$ cat src/rtl/reg7_arb_pkg.sv
// Shared types and helpers for the reg7 write arbiter.
// The lock feature is enabled by defining REG7_ARB_LOCK_EN. The LOCKED encoding
// is always present in the enum so that every build shares one state type.
package reg7_arb_pkg;

   typedef enum logic [1:0] {
      IDLE   = 2'd0,
      GNT    = 2'd1,
      LOCKED = 2'd2
   } arb_state_e;

   localparam int NREQ_DEF  = 4;
   localparam int DEPTH_DEF = 4;
   localparam int WIDTH_DEF = 7;

   // Round-robin pick: first set bit of req scanning from (last_gnt+1) mod nreq.
   // The scan runs from the far end down so that the nearest candidate is the
   // last one assigned, which avoids an early loop exit. If no bit is set the
   // function returns last_gnt; callers only use the result when req is non-zero.
   function automatic int rr_winner(input logic [7:0] req,
                                    input int         last_gnt,
                                    input int         nreq);
      int win;
      int idx;
      win = last_gnt;
      for (int k = nreq; k >= 1; k--) begin
         idx = (last_gnt + k) % nreq;
         if (req[idx[2:0]]) begin
            win = idx;
         end
      end
      return win;
   endfunction

endpackage : reg7_arb_pkg

$ cat src/rtl/reg7_bank.sv
// DEPTH x WIDTH register bank: one synchronous write port, one combinational
// read port, and an asynchronous active-low clear of every entry.
module reg7_bank
   import reg7_arb_pkg::*;
#(
   parameter int DEPTH = DEPTH_DEF,
   parameter int WIDTH = WIDTH_DEF,
   parameter int AW    = $clog2(DEPTH)
)
(
   input  logic             clk,
   input  logic             rst_n,
   input  logic             we,
   input  logic [AW-1:0]    waddr,
   input  logic [WIDTH-1:0] wdata,
   input  logic [AW-1:0]    raddr,
   output logic [WIDTH-1:0] rdata
);

   logic [WIDTH-1:0] mem_q [DEPTH];
   logic [WIDTH-1:0] mem_d [DEPTH];

   // Next bank contents: only the addressed entry changes, and only when enabled.
   always_comb begin
      mem_d = mem_q;
      if (we) begin
         mem_d[waddr] = wdata;
      end else begin
         mem_d = mem_q;
      end
   end

   // Bank storage with asynchronous clear.
   always_ff @(posedge clk or negedge rst_n) begin
      if (!rst_n) begin
         mem_q <= '{default: '0};
      end else begin
         mem_q <= mem_d;
      end
   end

   assign rdata = mem_q[raddr];

endmodule : reg7_bank

$ cat src/rtl/reg7_write_arbiter.sv
// Round-robin write arbiter in front of a shared register bank.
// Each granted write takes two cycles (IDLE -> GNT -> IDLE). When the macro
// REG7_ARB_LOCK_EN is defined, a lock input lets the granted requester stay in
// a LOCKED state and write on every edge until it releases the lock.
module reg7_write_arbiter
   import reg7_arb_pkg::*;
#(
   parameter int NREQ  = NREQ_DEF,
   parameter int DEPTH = DEPTH_DEF,
   parameter int WIDTH = WIDTH_DEF
)
(
   input  logic                        clk,
   input  logic                        reset,
   input  logic [NREQ-1:0]             req,
   input  logic [NREQ*$clog2(DEPTH)-1:0] wr_addr,
   input  logic [NREQ*WIDTH-1:0]       wr_data,
`ifdef REG7_ARB_LOCK_EN
   input  logic [NREQ-1:0]             lock,
`endif
   output logic [NREQ-1:0]             gnt,
   output logic                        busy,
   input  logic [$clog2(DEPTH)-1:0]    rd_addr,
   output logic [WIDTH-1:0]            rd_data
);

   localparam int AW = $clog2(DEPTH);
   localparam int IW = (NREQ > 1) ? $clog2(NREQ) : 1;

   arb_state_e       state_q, state_d;
   logic [NREQ-1:0]  gnt_q, gnt_d;
   logic [IW-1:0]    last_q, last_d;
   logic [IW-1:0]    gidx_q, gidx_d;
   logic [IW-1:0]    win_s;
   logic             we_s;
   logic [AW-1:0]    waddr_s;
   logic [WIDTH-1:0] wdata_s;

   // Winner for the next grant and the granted requester's write slice.
   always_comb begin
      win_s   = IW'(rr_winner(8'(req), int'(last_q), NREQ));
      waddr_s = wr_addr[int'(gidx_q)*AW +: AW];
      wdata_s = wr_data[int'(gidx_q)*WIDTH +: WIDTH];
   end

   // Next-state, grant and bank write-enable decode.
   always_comb begin
      state_d = state_q;
      gnt_d   = gnt_q;
      last_d  = last_q;
      gidx_d  = gidx_q;
      we_s    = 1'b0;
      case (state_q)
         IDLE: begin
            if (|req) begin
               state_d        = GNT;
               gnt_d          = '0;
               gnt_d[win_s]   = 1'b1;
               last_d         = win_s;
               gidx_d         = win_s;
            end else begin
               gnt_d = '0;
            end
         end
         GNT: begin
            we_s = 1'b1;
`ifdef REG7_ARB_LOCK_EN
            if (lock[gidx_q]) begin
               state_d = LOCKED;
            end else begin
               state_d = IDLE;
               gnt_d   = '0;
            end
`else
            state_d = IDLE;
            gnt_d   = '0;
`endif
         end
`ifdef REG7_ARB_LOCK_EN
         LOCKED: begin
            // The release edge still writes; other requesters wait until IDLE.
            we_s = 1'b1;
            if (lock[gidx_q]) begin
               state_d = LOCKED;
            end else begin
               state_d = IDLE;
               gnt_d   = '0;
            end
         end
`endif
         default: begin
            state_d = IDLE;
            gnt_d   = '0;
         end
      endcase
   end

   // Arbiter state registers; last grant resets so requester 0 wins first.
   always_ff @(posedge clk or negedge reset) begin
      if (!reset) begin
         state_q <= IDLE;
         gnt_q   <= '0;
         last_q  <= IW'(NREQ - 1);
         gidx_q  <= '0;
      end else begin
         state_q <= state_d;
         gnt_q   <= gnt_d;
         last_q  <= last_d;
         gidx_q  <= gidx_d;
      end
   end

   assign gnt  = gnt_q;
   assign busy = (state_q != IDLE);

   reg7_bank #(
      .DEPTH (DEPTH),
      .WIDTH (WIDTH),
      .AW    (AW)
   ) u_bank (
      .clk   (clk),
      .rst_n (reset),
      .we    (we_s),
      .waddr (waddr_s),
      .wdata (wdata_s),
      .raddr (rd_addr),
      .rdata (rd_data)
   );

endmodule : reg7_write_arbiter

$ cat config.mk
export PLATFORM = sky130hd
export DESIGN_NAME = reg7_write_arbiter
export DESIGN_NICKNAME = d
export VERILOG_FILES = /design/src/rtl/reg7_arb_pkg.sv /design/src/rtl/reg7_bank.sv /design/src/rtl/reg7_write_arbiter.sv
export SDC_FILE = /design/constraint.sdc
export NUM_CORES = 1
export LEC_CHECK = 0
export ABC_AREA = 1
export CORE_ASPECT_RATIO = 0.9
export CORE_UTILIZATION = 40
export DETAILED_ROUTE_END_ITERATION = 10
export DONT_BUFFER_PORTS = 1
export RECOVER_POWER = 100
export SYNTH_ARGS = -nofsm -noshare
export SYNTH_HDL_FRONTEND = slang
export SYNTH_SLANG_ARGS = --single-unit
$ cat constraint.sdc
create_clock -name clk -period 1.3 [get_ports clk]
set_input_delay 0.26 -clock clk [delete_from_list [all_inputs] [get_ports clk]]
set_output_delay 0.26 -clock clk [all_outputs]
set_load 0.05 [all_outputs]
==> Word-level counts from Yosys, hierarchy flattened <==
Index checks and enable logic that the tools add are counted.
{ "word_totals": {"register_bits": 38, "input_bits": 44, "wordCells": 67} }
{ "classes": {"add_sub_neg": 4, "n_mul": 1, "magnitude_cmp": 9, "n_eq_ne": 2, "n_shift": 2, "muxes": 25, "bitwise_logic": 6, "reduce_logical": 10} }
{ "op_table": {"columns": ["cell", "count"], "rows": [
  ["$bwmux 28", 1],
  ["$shiftx 28x6->7", 1],
  ["$mux 7", 3],
  ["$lt 3x4->1 const B", 4],
  ["$bmux 7 s2", 1],
  ["$demux 7 s2", 1],
  ["$bmux 1 s3", 4],
  ["$mux 2", 6],
  ["$mux 4", 2],
  ["$reduce_or 2->1", 4],
  ["$shiftx 8x4->2", 1],
  ["$ge 3x3->1 const B", 2],
  ["$mux 1", 6],
  ["$not 2->3", 2],
  ["$mul 2x3->5 const B", 1],
  ["$add 2x1->2 const B", 2],
  ["$add 2x2->2 const B", 2],
  ["$and 1x1->1 const A", 4],
  ["$reduce_or 4->1", 1],
  ["$lt 2x3->1 const B", 1],
  ["$lt 3x1->1 const B", 1],
  ["$demux 1 s2", 1],
  ["$eq 2x1->1 const B", 1],
  ["$ge 2x1->1 const B", 1],
  ["5 further kinds", 6]
]} }

==> Logic depth before layout (Yosys ltp) <==
{ "logic_depth": {"depth_word": 15, "depth_mapped": 12} }

==> By module <==
A second synthesis with hierarchy kept.
{ "hier_totals": {"cells_unflattened": 330, "hier_area_um2": 2329.7} }
{ "modules_own_cells": {"columns": ["module", "n_inst", "cells_per_inst", "area_per_inst_um2"], "rows": [
  ["reg7_bank", 1, 208, 1565.3],
  ["reg7_write_arbiter", 1, 122, 764.5]
]} }

==> Least setup slack after synthesis <==
Ideal clock, no wire load.
{ "synth_timing": {"path_kind": "input to output", "start": "in rd_addr[0]", "end": "out rd_data[3]", "t_arrival_ns": 1.477, "t_required_ns": 1.040, "slack_ns": -0.437, "stages": 4, "path_cell_list": "inv_1 > clkbuf_1 > o21ai_0 > o22ai_1"} }
{ "synth_between": {"elab_chain_len": 4} }
{ "synth_rtl": {"columns": ["element", "line", "rtl"], "rows": [
  ["from (decl)", "reg7_write_arbiter.sv:23", "input logic [$clog2(DEPTH)-1:0] rd_addr,"],
  ["$not 2->3 (implied by the code)", "reg7_bank.sv:42", "assign rdata = mem_q[raddr];"],
  ["$bmux 7 s2", "reg7_bank.sv:42", null],
  ["$mux 7 (implied by the code) (2 in a row)", "reg7_bank.sv:42", null],
  ["to (decl)", "reg7_write_arbiter.sv:24", "output logic [WIDTH-1:0] rd_data"]
]} }
Every way passes these cells. The select of a mux whose other input is x is not followed.

==> Worst setup path after layout <==
{ "layout_timing": {"start": "reg last_q[0]", "end": "reg gidx_q[1]"} }
{ "layout_between": {"elab_chain_len": 9} }
{ "layout_rtl": {"columns": ["element", "line", "rtl"], "rows": [
  ["from (decl)", "reg7_write_arbiter.sv:32", "logic [IW-1:0] last_q, last_d;"],
  ["from (signal assigned)", "reg7_write_arbiter.sv:103", "last_q <= IW'(NREQ - 1);"],
  ["from (signal assigned)", "reg7_write_arbiter.sv:108", "last_q <= last_d;"],
  ["$add 2x1->2", "reg7_arb_pkg.sv:27", "idx = (last_gnt + k) % nreq;"],
  ["$reduce_or 2->1 (no source line)", null, null],
  ["$and 1x1->1 (no source line)", null, null],
  ["$bmux 1 s3", "reg7_arb_pkg.sv:28", "if (req[idx[2:0]]) begin"],
  ["$mux 1 (implied by the code)", "reg7_arb_pkg.sv:28", null],
  ["$mux 2 (3 in a row)", "reg7_arb_pkg.sv:28", null],
  ["$mux 2 *", "reg7_arb_pkg.sv:28", null],
  ["to (signal assigned)", "reg7_write_arbiter.sv:109", "gidx_q <= gidx_d;"],
  ["to (decl)", "reg7_write_arbiter.sv:33", "logic [IW-1:0] gidx_q, gidx_d;"]
]} }
Every way passes the cells marked *; elsewhere a longest branch is shown, timed or not. The select of a mux whose other input is x is not followed.
A chain may end at the register's enable or synchronous reset.

==> flow_metrics.py <==
metrics = {
    "outcome": {
        "status": "complete, but fails checks",
        "failed_checks": "setup timing",
    },
    "placement": {
        "dp_hpwl_um": 3500,
        "dp.cells": 342,
        "post_dp_cell_area_um2": 2440,
        "numPortBuffers": 0,
        "gp_congestion": 0.819,
    },
    "routing": {
        "vias": 1966,
        "routed_wl_um": 5890,
        "first_pass_iters": 4,
        "wl_met2_um": 3060,
        "drtAntennaViolNets": 0,
        "wl_met3_um": 213,
        "drt_iter0_drc": 105,
        "highest_layer": "met4",
        "drc": 0,
        "post_drt_wl_per_cell_um": 16.0,
        "wl_met1_um": 2500,
        "vias_per_cell": 5.33,
    },
    "pwr": {
        "power.leakage_nw": 1.45,
        "power.density_nw_per_um2": 2800,
        "peakVddDrop_mv": 1.57,
        "total_power_mw": 8.85,
    },
    "final_layout": {
        "layoutNonFillerInstCount": 369,
        "final_nets": 347,
        "drive_above_1_share": 0.618,
        "area_growth_pct": 56.8,
        "n_antenna_cell": 0,
        "fin_area_um2": 3160,
        "fin_util": 0.654,
    },
    "setup_path": {
        "crit_chain": "buf_12 -> nand2_2 -> o21ai_2 -> nand2_2 -> buf_4 -> buf_4 -> nand3_1 -> o21ai_0",
        "end_kind": "flip-flop",
        "crit_required_ns": 1.46,
        "crit_type": "flip-flop to flip-flop",
        "critPathMaxStageDelay_ns": 0.58,
        "cpMaxStageDelayCell": "dfstp_2",
        "cp-start-kind": "flip-flop",
        "crit_fanout": 5,
        "worstPathArrival_ns": 1.71,
    },
    "clock_network": {
        "root_buffer": "clkbuf_8",
        "path_clk_slew_ns": 0.07,
        "cts_buffer_depth": 2,
        "cts_tree": "done",
        "clk_latency_ns": 0.30,
        "clock-sinks": 37,
        "cts_buffers": 5,
        "htree_levels": 2,
    },
    "synth": {
        "async_reset_ff_frac": 1.00,
        "syn-instance-count": 259,
        "synth-seq-cells": 37,
        "netlist.area_leader.share": 0.434,
        "synth_area_um2": 2020,
        "postSynthAreaPerCell_um2": 7.79,
        "ys_top_cells_by_area": "dfrtp_1, nand2_1, o21ai_0",
        "yosys.area.top_type": "dfrtp_1",
        "synth_cell_types": 21,
        "synth-main-ff-cell": "dfrtp_1",
        "yosysWarnings": 0,
        "syn_nets": 303,
        "synth-edff-count": 0,
        "synth-seq-area-share": 0.460,
    },
    "sta": {
        "clock.fmax_ghz": 0.645,
        "hold_viol": 0,
        "slew_headroom": 0.606,
        "tightest_slew_ns": 0.589,
        "fin_ws_ns": -0.251,
        "hold_slack_ns": 0.316,
        "maxSlewViolCount": 0,
        "skew_ns": 0.00707,
        "setup_viol": 43,
        "rsz0062_at_grt": "yes",
        "fin_crit_ns": 1.55,
        "period_share": 1.19,
    },
    "floorplanning": {
        "dieArea_um2": 5330,
        "die_w_um": 76.9,
        "placeableCoreArea_um2": 4830,
        "rows": 24,
        "start_util": 0.417,
        "io_pins": 56,
        "die_y_um": 69.4,
    },
    "grt": {
        "grt_start_max_net_pins": 38,
        "overflow": 0,
        "antenna_found_initial": 0,
        "grt_use_total": 0.226,
        "grt_pass1_wl_um": 9280,
        "grt_pass1_vias": 1916,
    },
    "flow_run": {
        "maxCapViolCount": 0,
    },
    "min_path": {
        "hp-class": "input port to flip-flop",
    },
}
==> timing repair <==
action                                  4_1_cts  5_1_grt
buffers inserted                              7       10
gates resized for setup                      90       65
gates cloned                                  3        0
endpoints found under the setup margin       43       43
pin swaps                                    20       24
endpoints found under the hold margin        37        0
hold buffers                                  2        0
==> critical path: cells and delay by family, from the launching register on <==
family          cells  cell delay (ns)
compound gates      2             0.18
buf+inv             3             0.40
flops               1             0.58
simple gates        3             0.26
==> report_power, final <==
group          switching (mW)  internal (mW)
sequential              0.629           1.72
clock                   0.432          0.480
combinational            3.07           2.52
total                    4.13           4.72
==> stage by stage <==
| step | setup WS, ns | TNS, ns |
|---|---|---|
| final | -0.251 | -6.42 |
| after global routing | -0.327 | -8.99 |
| after CTS | -0.185 | -5.23 |
| after detailed placement | -0.223 | -5.65 |
| after global placement | -0.202 | -4.46 |
| after floorplan | -0.0663 | -0.335 |
==> kinds of logic (layout without fill, tap and decap cells) <==
logic type	Yosys count	in the layout	synth area share
buffers and inverters	28	71	0.0775
AND/OR/NAND/NOR	126	128	0.257
AO/OA/AOI/OAI	68	68	0.205
flip-flops	37	37	0.460
==> cells in the mapped netlist (6+ instances only) <==
master and instances:
o21ai_2 8, o21ai_1 14, a21oi_1 8, dfrtp_1 35, o21ai_0 24, nand2_1 90
nor2_1 19, inv_1 13, a32o_1 7, nand3_1 8, buf_6 6, o22ai_1 7
==> routing by layer <==
layer  GRT usage  up-vias
met1       0.294      951
li1            -      961
met3      0.0434       12
met5           0        -
met4       0.105        0
met2       0.363       42
==> flip-flops by register name, summed over array words and instances, names as in the netlist <==
signal        flops
gnt               4
last_q            2
u_bank.mem_q     28
gidx_q            2
state_q           1
==> area by class of cell <==
cell class | instances | area [um2]
Timing Repair Buffer | 46 | 523
Multi-Input combinational cell | 196 | 1450
Sequential cell | 37 | 931
Tap cell | 65 | 81.3
Clock buffer | 7 | 96.3
Inverter | 17 | 77.6
Fill cell | 386 | 1670
Clock inverter | 1 | 5.00
==> worst paths after layout <==
| check | slack (ns) | endpoint | startpoint | cells after the start |
|---|---|---|---|---|
| setup / recovery | -0.25 | gidx_q[1] | last_q[0] | 8 |
| hold / removal | 0.32 | u_bank.mem_q[22] | wr_data[15] | 3 |
| setup reg to reg | -0.25 | gidx_q[1] | last_q[0] | 8 |
| hold reg to reg | 0.51 | u_bank.mem_q[5] | u_bank.mem_q[5] | 2 |
| max in group asynchronous | 0.38 | state_q[0] | reset | 2 |
| min in group asynchronous | 0.52 | u_bank.mem_q[19] | reset | 2 |
==> placed cells by master, fill, tap and decap left out, types with 2 or more instances in the layout <==
master,netlist,layout
o22ai_4,0,7
nand3_4,0,2
nor2_1,19,5
a32o_2,0,6
dfstp_2,2,2
inv_1,13,10
nand2_4,0,18
buf_4,1,26
buf_12,0,10
a21oi_2,0,2
o21ai_1,14,14
clkbuf_8,0,7
nand3_2,2,7
dfrtp_2,0,2
o21ai_2,8,30
a21oi_1,8,6
nand2_2,5,36
inv_2,4,4
nor2_2,0,13
nand2_1,90,43
nor2_4,1,2
dfrtp_1,35,33
buf_6,6,6
No activity file was read; power rests on OpenSTA's default activity.
